$ cat src/rtl/counter_dec_to_bin.sv
// rtl/counter_dec_to_bin.sv - digit-serial BCD-to-binary converter (acc = acc*10 + digit, MS digit first)
// Optional range check on the digits and the o_err port are enabled by defining BCD_CHECK_EN.
module counter_dec_to_bin #(
   parameter int DIGITS = 4,
   parameter int BIN_W  = 14
) (
   input  logic                   i_clk,
   input  logic                   i_rst,
   input  logic [DIGITS-1:0][3:0] i_bcd,
   input  logic                   i_start,
   output logic [BIN_W-1:0]       o_bin,
   output logic                   o_busy,
   output logic                   o_done
`ifdef BCD_CHECK_EN
   ,
   output logic                   o_err
`endif
);

   localparam int IDX_W = (DIGITS > 1) ? $clog2(DIGITS) : 1;

   typedef enum logic {
      IDLE = 1'b0,
      CONV = 1'b1
   } state_t;

   state_t                  state;
   state_t                  next_state;
   logic [DIGITS-1:0][3:0]  shadow;
   logic [BIN_W-1:0]        acc;
   logic [BIN_W-1:0]        acc_next;
   logic [IDX_W-1:0]        idx;
   logic [3:0]              digit;
   logic                    accept;
   logic                    last;

   assign accept   = (state == IDLE) && i_start;
   assign last     = (state == CONV) && (idx == '0);
   assign digit    = shadow[idx];
   // *10 as shift-add, wrapping at BIN_W bits
   assign acc_next = (acc << 3) + (acc << 1) + {{(BIN_W-4){1'b0}}, digit};
   assign o_busy   = (state == CONV);

`ifdef BCD_CHECK_EN
   logic bad_digit;
   logic err_pend;

   always_comb begin
      bad_digit = 1'b0;
      for (int i = 0; i < DIGITS; i++) begin
         if (i_bcd[i] > 4'd9) begin
            bad_digit = 1'b1;
         end
      end
   end
`endif

   always_ff @(posedge i_clk or negedge i_rst) begin
      if (!i_rst) begin
         state <= IDLE;
      end else begin
         state <= next_state;
      end
   end

   always_comb begin
      next_state = state;
      case (state)
         IDLE: if (i_start) next_state = CONV;
         CONV: if (idx == '0) next_state = IDLE;
         default: next_state = IDLE;
      endcase
   end

   always_ff @(posedge i_clk or negedge i_rst) begin
      if (!i_rst) begin
         shadow   <= '0;
         acc      <= '0;
         idx      <= '0;
         o_bin    <= '0;
         o_done   <= 1'b0;
`ifdef BCD_CHECK_EN
         err_pend <= 1'b0;
         o_err    <= 1'b0;
`endif
      end else begin
         o_done <= 1'b0;
         if (accept) begin
            shadow   <= i_bcd;
            acc      <= '0;
            idx      <= IDX_W'(DIGITS - 1);
`ifdef BCD_CHECK_EN
            err_pend <= bad_digit;
`endif
         end else if (state == CONV) begin
            acc <= acc_next;
            if (last) begin
               o_done <= 1'b1;
`ifdef BCD_CHECK_EN
               o_err  <= err_pend;
               o_bin  <= err_pend ? '0 : acc_next;
`else
               o_bin  <= acc_next;
`endif
            end else begin
               idx <= idx - 1'b1;
            end
         end
      end
   end

endmodule

$ cat config.mk
export PLATFORM = sky130hd
export DESIGN_NAME = counter_dec_to_bin
export DESIGN_NICKNAME = d
export VERILOG_FILES = /design/src/rtl/counter_dec_to_bin.sv
export SDC_FILE = /design/constraint.sdc
export NUM_CORES = 1
export LEC_CHECK = 0
export ABC_AREA = 1
export ABC_CLOCK_PERIOD_IN_PS = 5000
export BUFFER_PORTS_ARGS = -buffer_cell sky130_fd_sc_hd__buf_4
export CAP_MARGIN = 20
export CELL_PAD_IN_SITES_DETAIL_PLACEMENT = 0
export CELL_PAD_IN_SITES_GLOBAL_PLACEMENT = 1
export CORE_MARGIN = 4
export CORE_UTILIZATION = 45
export CTS_CLUSTER_DIAMETER = 200
export DETAILED_ROUTE_END_ITERATION = 10
export PLACE_DENSITY = 0.8
export SETUP_SLACK_MARGIN = 0.2
export SYNTH_ARGS = -nofsm -noshare
export SYNTH_HDL_FRONTEND = slang
export SYNTH_SLANG_ARGS = --single-unit
$ cat constraint.sdc
create_clock -name i_clk -period 5 [get_ports i_clk]
set_input_delay 1 -clock i_clk [delete_from_list [all_inputs] [get_ports i_clk]]
set_output_delay 1 -clock i_clk [all_outputs]
set_load 0.05 [all_outputs]
==> results.yml, run 1 <==
outcome:
  outcome: "finished, final reports clean"
hold_path:
  whs_path_depth: 2
  hold_class: "flip-flop to flip-flop"
  worstHoldEndpoint: "shadow[5]"
  min-delay-start: "shadow[5]"
synth:
  synth_compound_area_frac: 0.0678
  ys_seq_area_frac: 0.439
  yosys.area.top_type: "dfrtp_1"
  synth.top_cells.by_area: "dfrtp_1 44%, nand2_1 20%, ha_1 11%"
  synth-seq-cells: 47
  syn_avg_cell_area_sq_um: 7.80
  ys_types: 28
  synthSimpleGateAreaFrac: 0.288
  synthMuxAreaShare: 0
  yosys.area_share.adder: 0.122
  synth_top_family_by_area: "simple AND/OR/NAND/NOR gates"
  ys_warn_count: 0
  netlist_area_sq_um: 2680
  syn-num-nets: 387
  yosysTopAreaCellShare: 0.439
  synth_cells: 343
  yosys.area_share.xor_xnor: 0.0131
grt:
  use_met1: 0.222
  grt_pass1_wl_mm: 10.1
  grt_use_total: 0.173
  overflow: 0
  grt_util_met2: 0.294
  grt_max_degree: 48
  top_usage_layer: "met2"
  antenna_found_initial: 0
  use_met3: 0.0320
  grt_pass1_vias: 2209
sta:
  tns_ps: 0
  holdWs_ps: 476
  period_needed_ps: 2780
  finalCritPeriodShare: 0.556
  skew_ps: 6.79
  finalHoldViolations: 0
  rsz0062_at_grt: "false"
  slew_headroom: 0.415
  worst_pin_slew_ps: 874
  slew_violations: 0
  fmax_mhz: 360
  setup-violations-final: 0
die:
  die_w_um: 85.1
  coreArea_sq_um: 5640
  die_height_um: 85.1
  core.rowCount: 27
  start_util: 0.474
  dieArea_sq_um: 7250
  io_pins: 35
clock_tree:
  cts-root-buf: "clkbuf_8"
  post-cts-setup-buffer-count: 0
  cts_made_buffers: 5
  cts_tree: "built"
  clockBufferDepth: 2
  path_clk_slew_ps: 90
  postCtsHoldBufs: 0
  clock_sinks: 47
  clkLatencyLatePin_ps: 300
  postCtsResizedCells: 0
  ctsHtreeMaxLevel: 2
final_layout:
  seqCellArea_sq_um: 1180
  final_common_cell: "nand2_1"
  nets: 421
  final_cell_mix: "140 x nand2_1, 47 x dfrtp_1, 35 x inv_1"
  final_core_util: 0.546
  syn_to_final_growth_pct: 15.1
  drive_above_1_share: 0.124
  multiInputGateArea_sq_um: 1320
  stdcell_count: 450
  fillers: 548
  antenna_cells: 0
detailed_routing:
  drc: 0
  drt-total-wl_mm: 5.84
  wl_per_cell_um: 13.0
  drtPass1Iterations: 5
  first_iter_violations: 96
  ant_nets: 0
  num_vias: 2193
  vias_per_cell: 4.87
worst_setup_path:
  arrival_ps: 2970
  ff2ff_path_depth: 12
  end_kind: "flip-flop"
  cp.required_ps: 5180
  critPathMaxFanout: 11
  crit_path_start: "idx[0]"
  crit_type: "flip-flop to flip-flop"
  reg2reg_from: "idx[0]"
  r2r_slack_ps: 2220
  start_kind: "flip-flop"
  r2r_end: "acc[10]"
place:
  place_hpwl_mm: 4.55
  port_buffers: 34
  dp.cells: 442
  gp_congestion: 0.829
run:
  drv_cap: 0
cell type report:
class,count,share of cell area
repair buffers,34,0.0829
well taps,72,0.0293
clock buffers,8,0.0325
flip-flops and latches,47,0.382
multi-input cells,251,0.427
inverters,38,0.0463
synthesized netlist by cell type:
cell type and count:
a21oi_1 7, a22oi_1 1, a32o_1 1, buf_2 4, buf_4 1, buf_6 1
clkbuf_1 1, clkinv_1 2, dfrtp_1 47, fa_1 2, ha_1 23, inv_1 35
inv_2 1, nand2_1 140, nand2_2 2, nand2b_1 1, nand3_1 20, nand3_2 1
nand3b_1 2, nand4_1 3, nor2_1 17, nor2_2 2, o21ai_0 19, o22a_1 1
o22ai_1 4, or2_1 1, xnor2_1 3, xor2_1 1
flip-flops by register name (all words and copies together), names as in the netlist:
register / count
acc: 13
idx: 2
o_bin: 14
o_busy: 1
o_done: 1
shadow: 16
cells by family (layout without fill, tap and decap cells):
| family | count (synthesis) | count (layout) |
|---|---|---|
| simple gates | 189 | 189 |
| flops | 47 | 47 |
| buf+inv | 45 | 80 |
| compound gates | 33 | 33 |
| fa+ha+maj | 25 | 25 |
| xor+xnor | 4 | 4 |
per-stage QoR:
step / area, sq um / setup WS (ps)
5_1_grt: 3080 / 1880
3_5_place_dp: 2980 / 2230
2_1_floorplan: 2680 / 2570
3_3_place_gp: 2980 / 2330
6_report: 3080 / 2220
4_1_cts: 3080 / 2210
per-layer routing:
layer / wire, um / part of all wire / up-vias
met5: 0 / 0 / -
met4: 130 / 0.022 / 0
met3: 234 / 0.040 / 11
met2: 2780 / 0.48 / 42
met1: 2690 / 0.46 / 982
li1: - / - / 1158
critical path: stages, from the launching register on:
cell and delay [ps]:
dfrtp_1 530, clkinv_1 280, o21ai_0 220, o22ai_1 100, ha_1 280, ha_1 230
fa_1 440, nand3_1 110, nand3_1 100, nand2_1 90, nand3b_1 100, nand3_1 90
o21ai_0 80
worst max-delay path by stage:
stage	endpoint	slack (ps)
detailed placement	acc[10]	2230
finish	acc[10]	2220
global route	acc[10]	1880
CTS	acc[10]	2210
global placement	acc[10]	2330
floorplan	acc[10]	2570
Power of run 1 is not shown: default switching activity piles up to over one toggle a cycle in this logic, so the estimate is an artifact.
==> inputs of run 2 (changes only) <==
ABC_CLOCK_PERIOD_IN_PS = 2640   (was 5000)
CORE_UTILIZATION = 42   (was 45)
PLACE_DENSITY = 0.76   (was 0.8)
clock period = 2.64 ns   (was 5 ns; I/O delays follow)
==> run 2 against run 1 <==
Global-route usage increased by 0.69 points. Worst setup slack got worse by 2000 ps. Critical endpoint is now o_bin[7]. Clock skew about the same. Maximum frequency up 16%.
==> results.yml, run 2 (synthesis gave the netlist of run 1 again) <==
final_layout:
  nets: 432
  fillers: 574
  top_register: "shadow"
  drive_above_1_share: 0.254
  reg_top3: "shadow (16), o_bin (14), acc (13)"
  final_cell_mix: "130 x nand2_1, 46 x dfrtp_1, 42 x buf_4"
  antenna_cells: 0
  final_common_cell: "nand2_1"
  syn_to_final_growth_pct: 27.5
  largest_reg_flops: 16
sta:
  finalHoldViolations: 0
  setup-violations-final: 0
  tns_ps: 0
  fmax_mhz: 416
  rsz0062_at_grt: "true"
  skew_ps: 6.59
  period_needed_ps: 2400
  worst_pin_slew_ps: 655
  slew_headroom: 0.563
  slew_violations: 0
  finalCritPeriodShare: 0.911
clock_tree:
  cts-root-buf: "clkbuf_8"
  path_clk_slew_ps: 90
  clock_sinks: 47
  clkLatencyLatePin_ps: 300
  clockBufferDepth: 2
  cts_tree: "built"
  ctsHtreeMaxLevel: 2
  postCtsHoldBufs: 0
  cts_made_buffers: 5
place:
  port_buffers: 34
  place_hpwl_mm: 4.69
  gp_congestion: 0.816
die:
  io_pins: 35
  die_height_um: 87.8
  die_w_um: 87.8
  coreArea_sq_um: 6060
  start_util: 0.442
  dieArea_sq_um: 7710
  core.rowCount: 28
outcome:
  outcome: "finished, final reports clean"
grt:
  grt_use_total: 0.180
  grt_max_degree: 48
  grt_pass1_vias: 2301
  overflow: 0
  antenna_found_initial: 0
  grt_pass1_wl_mm: 10.8
detailed_routing:
  first_iter_violations: 143
  num_vias: 2245
  drtPass1Iterations: 4
  ant_nets: 0
  drt-total-wl_mm: 6.33
  wl_per_cell_um: 13.6
  vias_per_cell: 4.84
  drc: 0
run:
  drv_cap: 0
worst_setup_path:
  reg2reg_from: "idx[0]"
  arrival_ps: 2600
  r2r_slack_ps: 240
  cp.required_ps: 2830
  end_kind: "flip-flop"
  r2r_end: "o_bin[7]"
  critPathMaxFanout: 6
  crit_type: "flip-flop to flip-flop"
  ff2ff_path_depth: 13
  start_kind: "flip-flop"
hold_path:
  hold_class: "input port to asynchronous set/reset pin"
-- run 2: changes by cell type in the layout (fill, tap and decap cells not counted), moves of 4 or more --
cell and delta:
nor2_1 -4, nand3_2 +7, nand3_1 -10, buf_4 +8, nand2_1 -10, nand2_2 +10
-- run 2: worst max-delay path by stage --
stage / startpoint / end / slack (ps) / depth (start not counted)
after floorplan: idx[0] / acc[10] / 210 / 12
after global placement: idx[0] / o_bin[10] / 110 / 12
after detailed placement: idx[0] / o_bin[10] / 90 / 12
after CTS: idx[0] / acc[10] / 190 / 12
after global routing: idx[0] / acc[9] / 100 / 13
final: idx[0] / o_bin[7] / 240 / 13
-- run 2: through the flow --
step / util / worst slack (ps) / hold WS [ps] / instance area, sq um / cells
after CTS: 0.527 / 192 / 253 / 3200 / 459
final: 0.563 / 236 / 236 / 3410 / 464
after floorplan: - / 207 / 232 / 2680 / 343
after detailed placement: 0.498 / 90.7 / 462 / 3020 / 450
after global routing: 0.563 / 104 / 283 / 3410 / 464
after global placement: 0.498 / 107 / 460 / 3020 / 450
-- run 2: per-layer routing --
metal / vias to the layer above / part of all wire / GRT usage
li1: 1175 / - / -
met1: 1035 / 0.46 / 0.239
met2: 29 / 0.49 / 0.305
met3: 6 / 0.033 / 0.0320
met4: 0 / 0.012 / 0.0460
met5: - / 0 / 0
-- run 2: area by class of cell --
class / instances / area, sq um / area share
Multi-Input combinational cell: 251 / 1520 / 0.444
Timing Repair Buffer: 45 / 349 / 0.102
Inverter: 38 / 145 / 0.0425
Sequential cell: 47 / 1180 / 0.345
Tap cell: 75 / 93.8 / 0.0275
Clock inverter: 2 / 60.1 / 0.0176
Clock buffer: 6 / 72.6 / 0.0213
-- run 2: critical path, cell delays in order, from the launching register on --
cell and delay [ps]:
dfrtp_2 460, inv_4 90, nand2_1 50, a32o_2 250, fa_1 510, inv_2 60
ha_4 230, nand3_4 90, nand3_4 80, nand2_2 70, nand2_2 50, or2_4 250
nand3_2 70, nand2_2 50
-- run 2: what timing repair did --
item / 4_1_cts / 5_1_grt
hold endpoints to repair: 0 / 0
endpoints found under the setup margin: 15 / 16
buffers inserted: 1 / 5
pin swaps: 4 / 26
resized for setup: 10 / 45
Power of run 2 is left out for the same reason.
==> inputs of run 3 (changes only) <==
CELL_PAD_IN_SITES_DETAIL_PLACEMENT = not set   (was 0)
CELL_PAD_IN_SITES_GLOBAL_PLACEMENT = not set   (was 1)
CORE_UTILIZATION = 45   (was 42)
PLACE_DENSITY = 0.62   (was 0.76)
==> run 3 against run 2 <==
Routed wire length up 0.49%. Register-to-register slack worse by 30 ps. Die area down 6.1%. Core utilization up 2.1 points. Final area down 3.4%. Critical path depth unchanged. Critical endpoint is now acc[10]. Largest cell class unchanged.
==> results.yml, run 3 (synthesis gave the netlist of run 1 again) <==
die:
  coreArea_sq_um: 5640
  dieArea_sq_um: 7250
  core.rowCount: 27
  die_height_um: 85.1
  start_util: 0.474
  io_pins: 35
  die_w_um: 85.1
detailed_routing:
  ant_nets: 0
  dr_wl_met3_um: 293
  wl_met2_mm: 3.21
  wl_per_cell_um: 13.8
  top_layer: "met4"
  drt-met1-wl_mm: 2.73
  drtPass1Iterations: 4
  drc: 0
  drt-total-wl_mm: 6.36
  first_iter_violations: 94
  num_vias: 2322
  vias_per_cell: 5.05
final_layout:
  drive_above_1_share: 0.216
  nets: 431
  multiInputGateArea_sq_um: 1450
  fillers: 515
  final_cell_mix: "136 x nand2_1, 46 x dfrtp_1, 43 x buf_4"
  reg_top3: "shadow (16), o_bin (14), acc (13)"
  seqCellArea_sq_um: 1180
  largest_reg_flops: 16
  final_common_cell: "nand2_1"
  top_register: "shadow"
  antenna_cells: 0
  syn_to_final_growth_pct: 23.2
run:
  drv_cap: 0
worst_setup_path:
  crit_path_start: "idx[0]"
  arrival_ps: 2660
  crit_path_end: "acc[10]"
  cp.required_ps: 2870
  start_kind: "flip-flop"
  r2r_slack_ps: 210
  reg2reg_from: "idx[0]"
  ff2ff_path_depth: 13
  end_kind: "flip-flop"
  crit_type: "flip-flop to flip-flop"
  r2r_end: "acc[10]"
  critPathMaxFanout: 7
sta:
  finalHoldViolations: 0
  fmax_mhz: 411
  period_needed_ps: 2430
  holdWs_ps: 212
  rsz0062_at_grt: "true"
  tns_ps: 0
  setup_ws_ps: 208
  finalCritPeriodShare: 0.921
  setup-violations-final: 0
  slew_headroom: 0.598
  skew_ps: 4.12
  worst_pin_slew_ps: 602
  slew_violations: 0
place:
  dp_slack_ps: 52.7
  gp_congestion: 0.912
  place_hpwl_mm: 4.63
  port_buffers: 34
clock_tree:
  cts-root-buf: "clkbuf_8"
  cts_tree: "built"
  ctsHtreeMaxLevel: 2
  postCtsHoldBufs: 0
  cts_made_buffers: 5
  clockBufferDepth: 2
  clkLatencyLatePin_ps: 300
  clock_sinks: 47
  path_clk_slew_ps: 90
outcome:
  outcome: "finished, final reports clean"
grt:
  grt_max_degree: 48
  grt_pass1_wl_mm: 10.4
  overflow: 0
  grt_use_total: 0.180
  antenna_found_initial: 0
  grt_pass1_vias: 2270
hold_path:
  hold_class: "input port to asynchronous set/reset pin"
==> run 3: changes by cell type in the layout (fill, tap and decap cells not counted), moves of 2 or more <==
cell,previous run,this run
nand2_1,130,136
bufinv_16,2,0
buf_6,3,1
clkbuf_8,5,7
nor2_1,13,16
nand3_1,10,13
nand2_2,12,6
nand3_4,3,1
nor2_2,5,3
==> run 3: how the worst min path moves through the flow <==
stage                    from        end  slack (ps)  cells past startpoint
CTS                     i_rst   o_bin[5]         250                      1
global placement    shadow[1]  shadow[1]         460                      2
floorplan               i_rst     acc[0]         230                      0
global route            i_rst   o_bin[5]         260                      1
finish                  i_rst   o_bin[5]         210                      1
detailed placement  shadow[1]  shadow[1]         460                      2
==> run 3: through the flow <==
stage	cells	instance area, sq um	util
2_1_floorplan	343	2680	-
3_3_place_gp	447	3020	0.535
3_5_place_dp	447	3020	0.535
4_1_cts	458	3170	0.562
5_1_grt	460	3300	0.585
6_report	460	3300	0.585
==> run 3: repair_timing <==
| item | 4_1_cts | 5_1_grt |
|---|---|---|
| endpoints found under the hold margin | 0 | 0 |
| setup endpoints to repair | 15 | 19 |
| pin swaps | 3 | 17 |
| resized for setup | 8 | 27 |
| buffers inserted | 3 | 2 |
==> run 3: per-layer routing <==
layer / global-route usage / vias to the layer above
met2: 0.322 / 45
met4: 0.0604 / 0
met3: 0.0330 / 14
met5: 0 / -
li1: - / 1180
met1: 0.216 / 1083
==> run 3: worst max-delay path: stages (launching register included) <==
cell,delay [ps]
dfrtp_2,460
buf_6,150
o21ai_2,130
o22ai_2,100
ha_1,330
ha_4,180
fa_2,400
nand3_2,90
nand3_2,100
nand2_2,100
nand2_1,70
nand2_2,70
nand3_1,70
o21ai_1,110
==> run 3: final cells by class <==
type / instances / share of cell area
sequential: 47 / 0.357
clock inverter: 1 / 0.00228
tap: 72 / 0.0273
inverter: 38 / 0.0440
multi-input combinational: 251 / 0.439
clock buffer: 7 / 0.0292
timing repair buffer: 44 / 0.101
Power of run 3 is left out for the same reason.
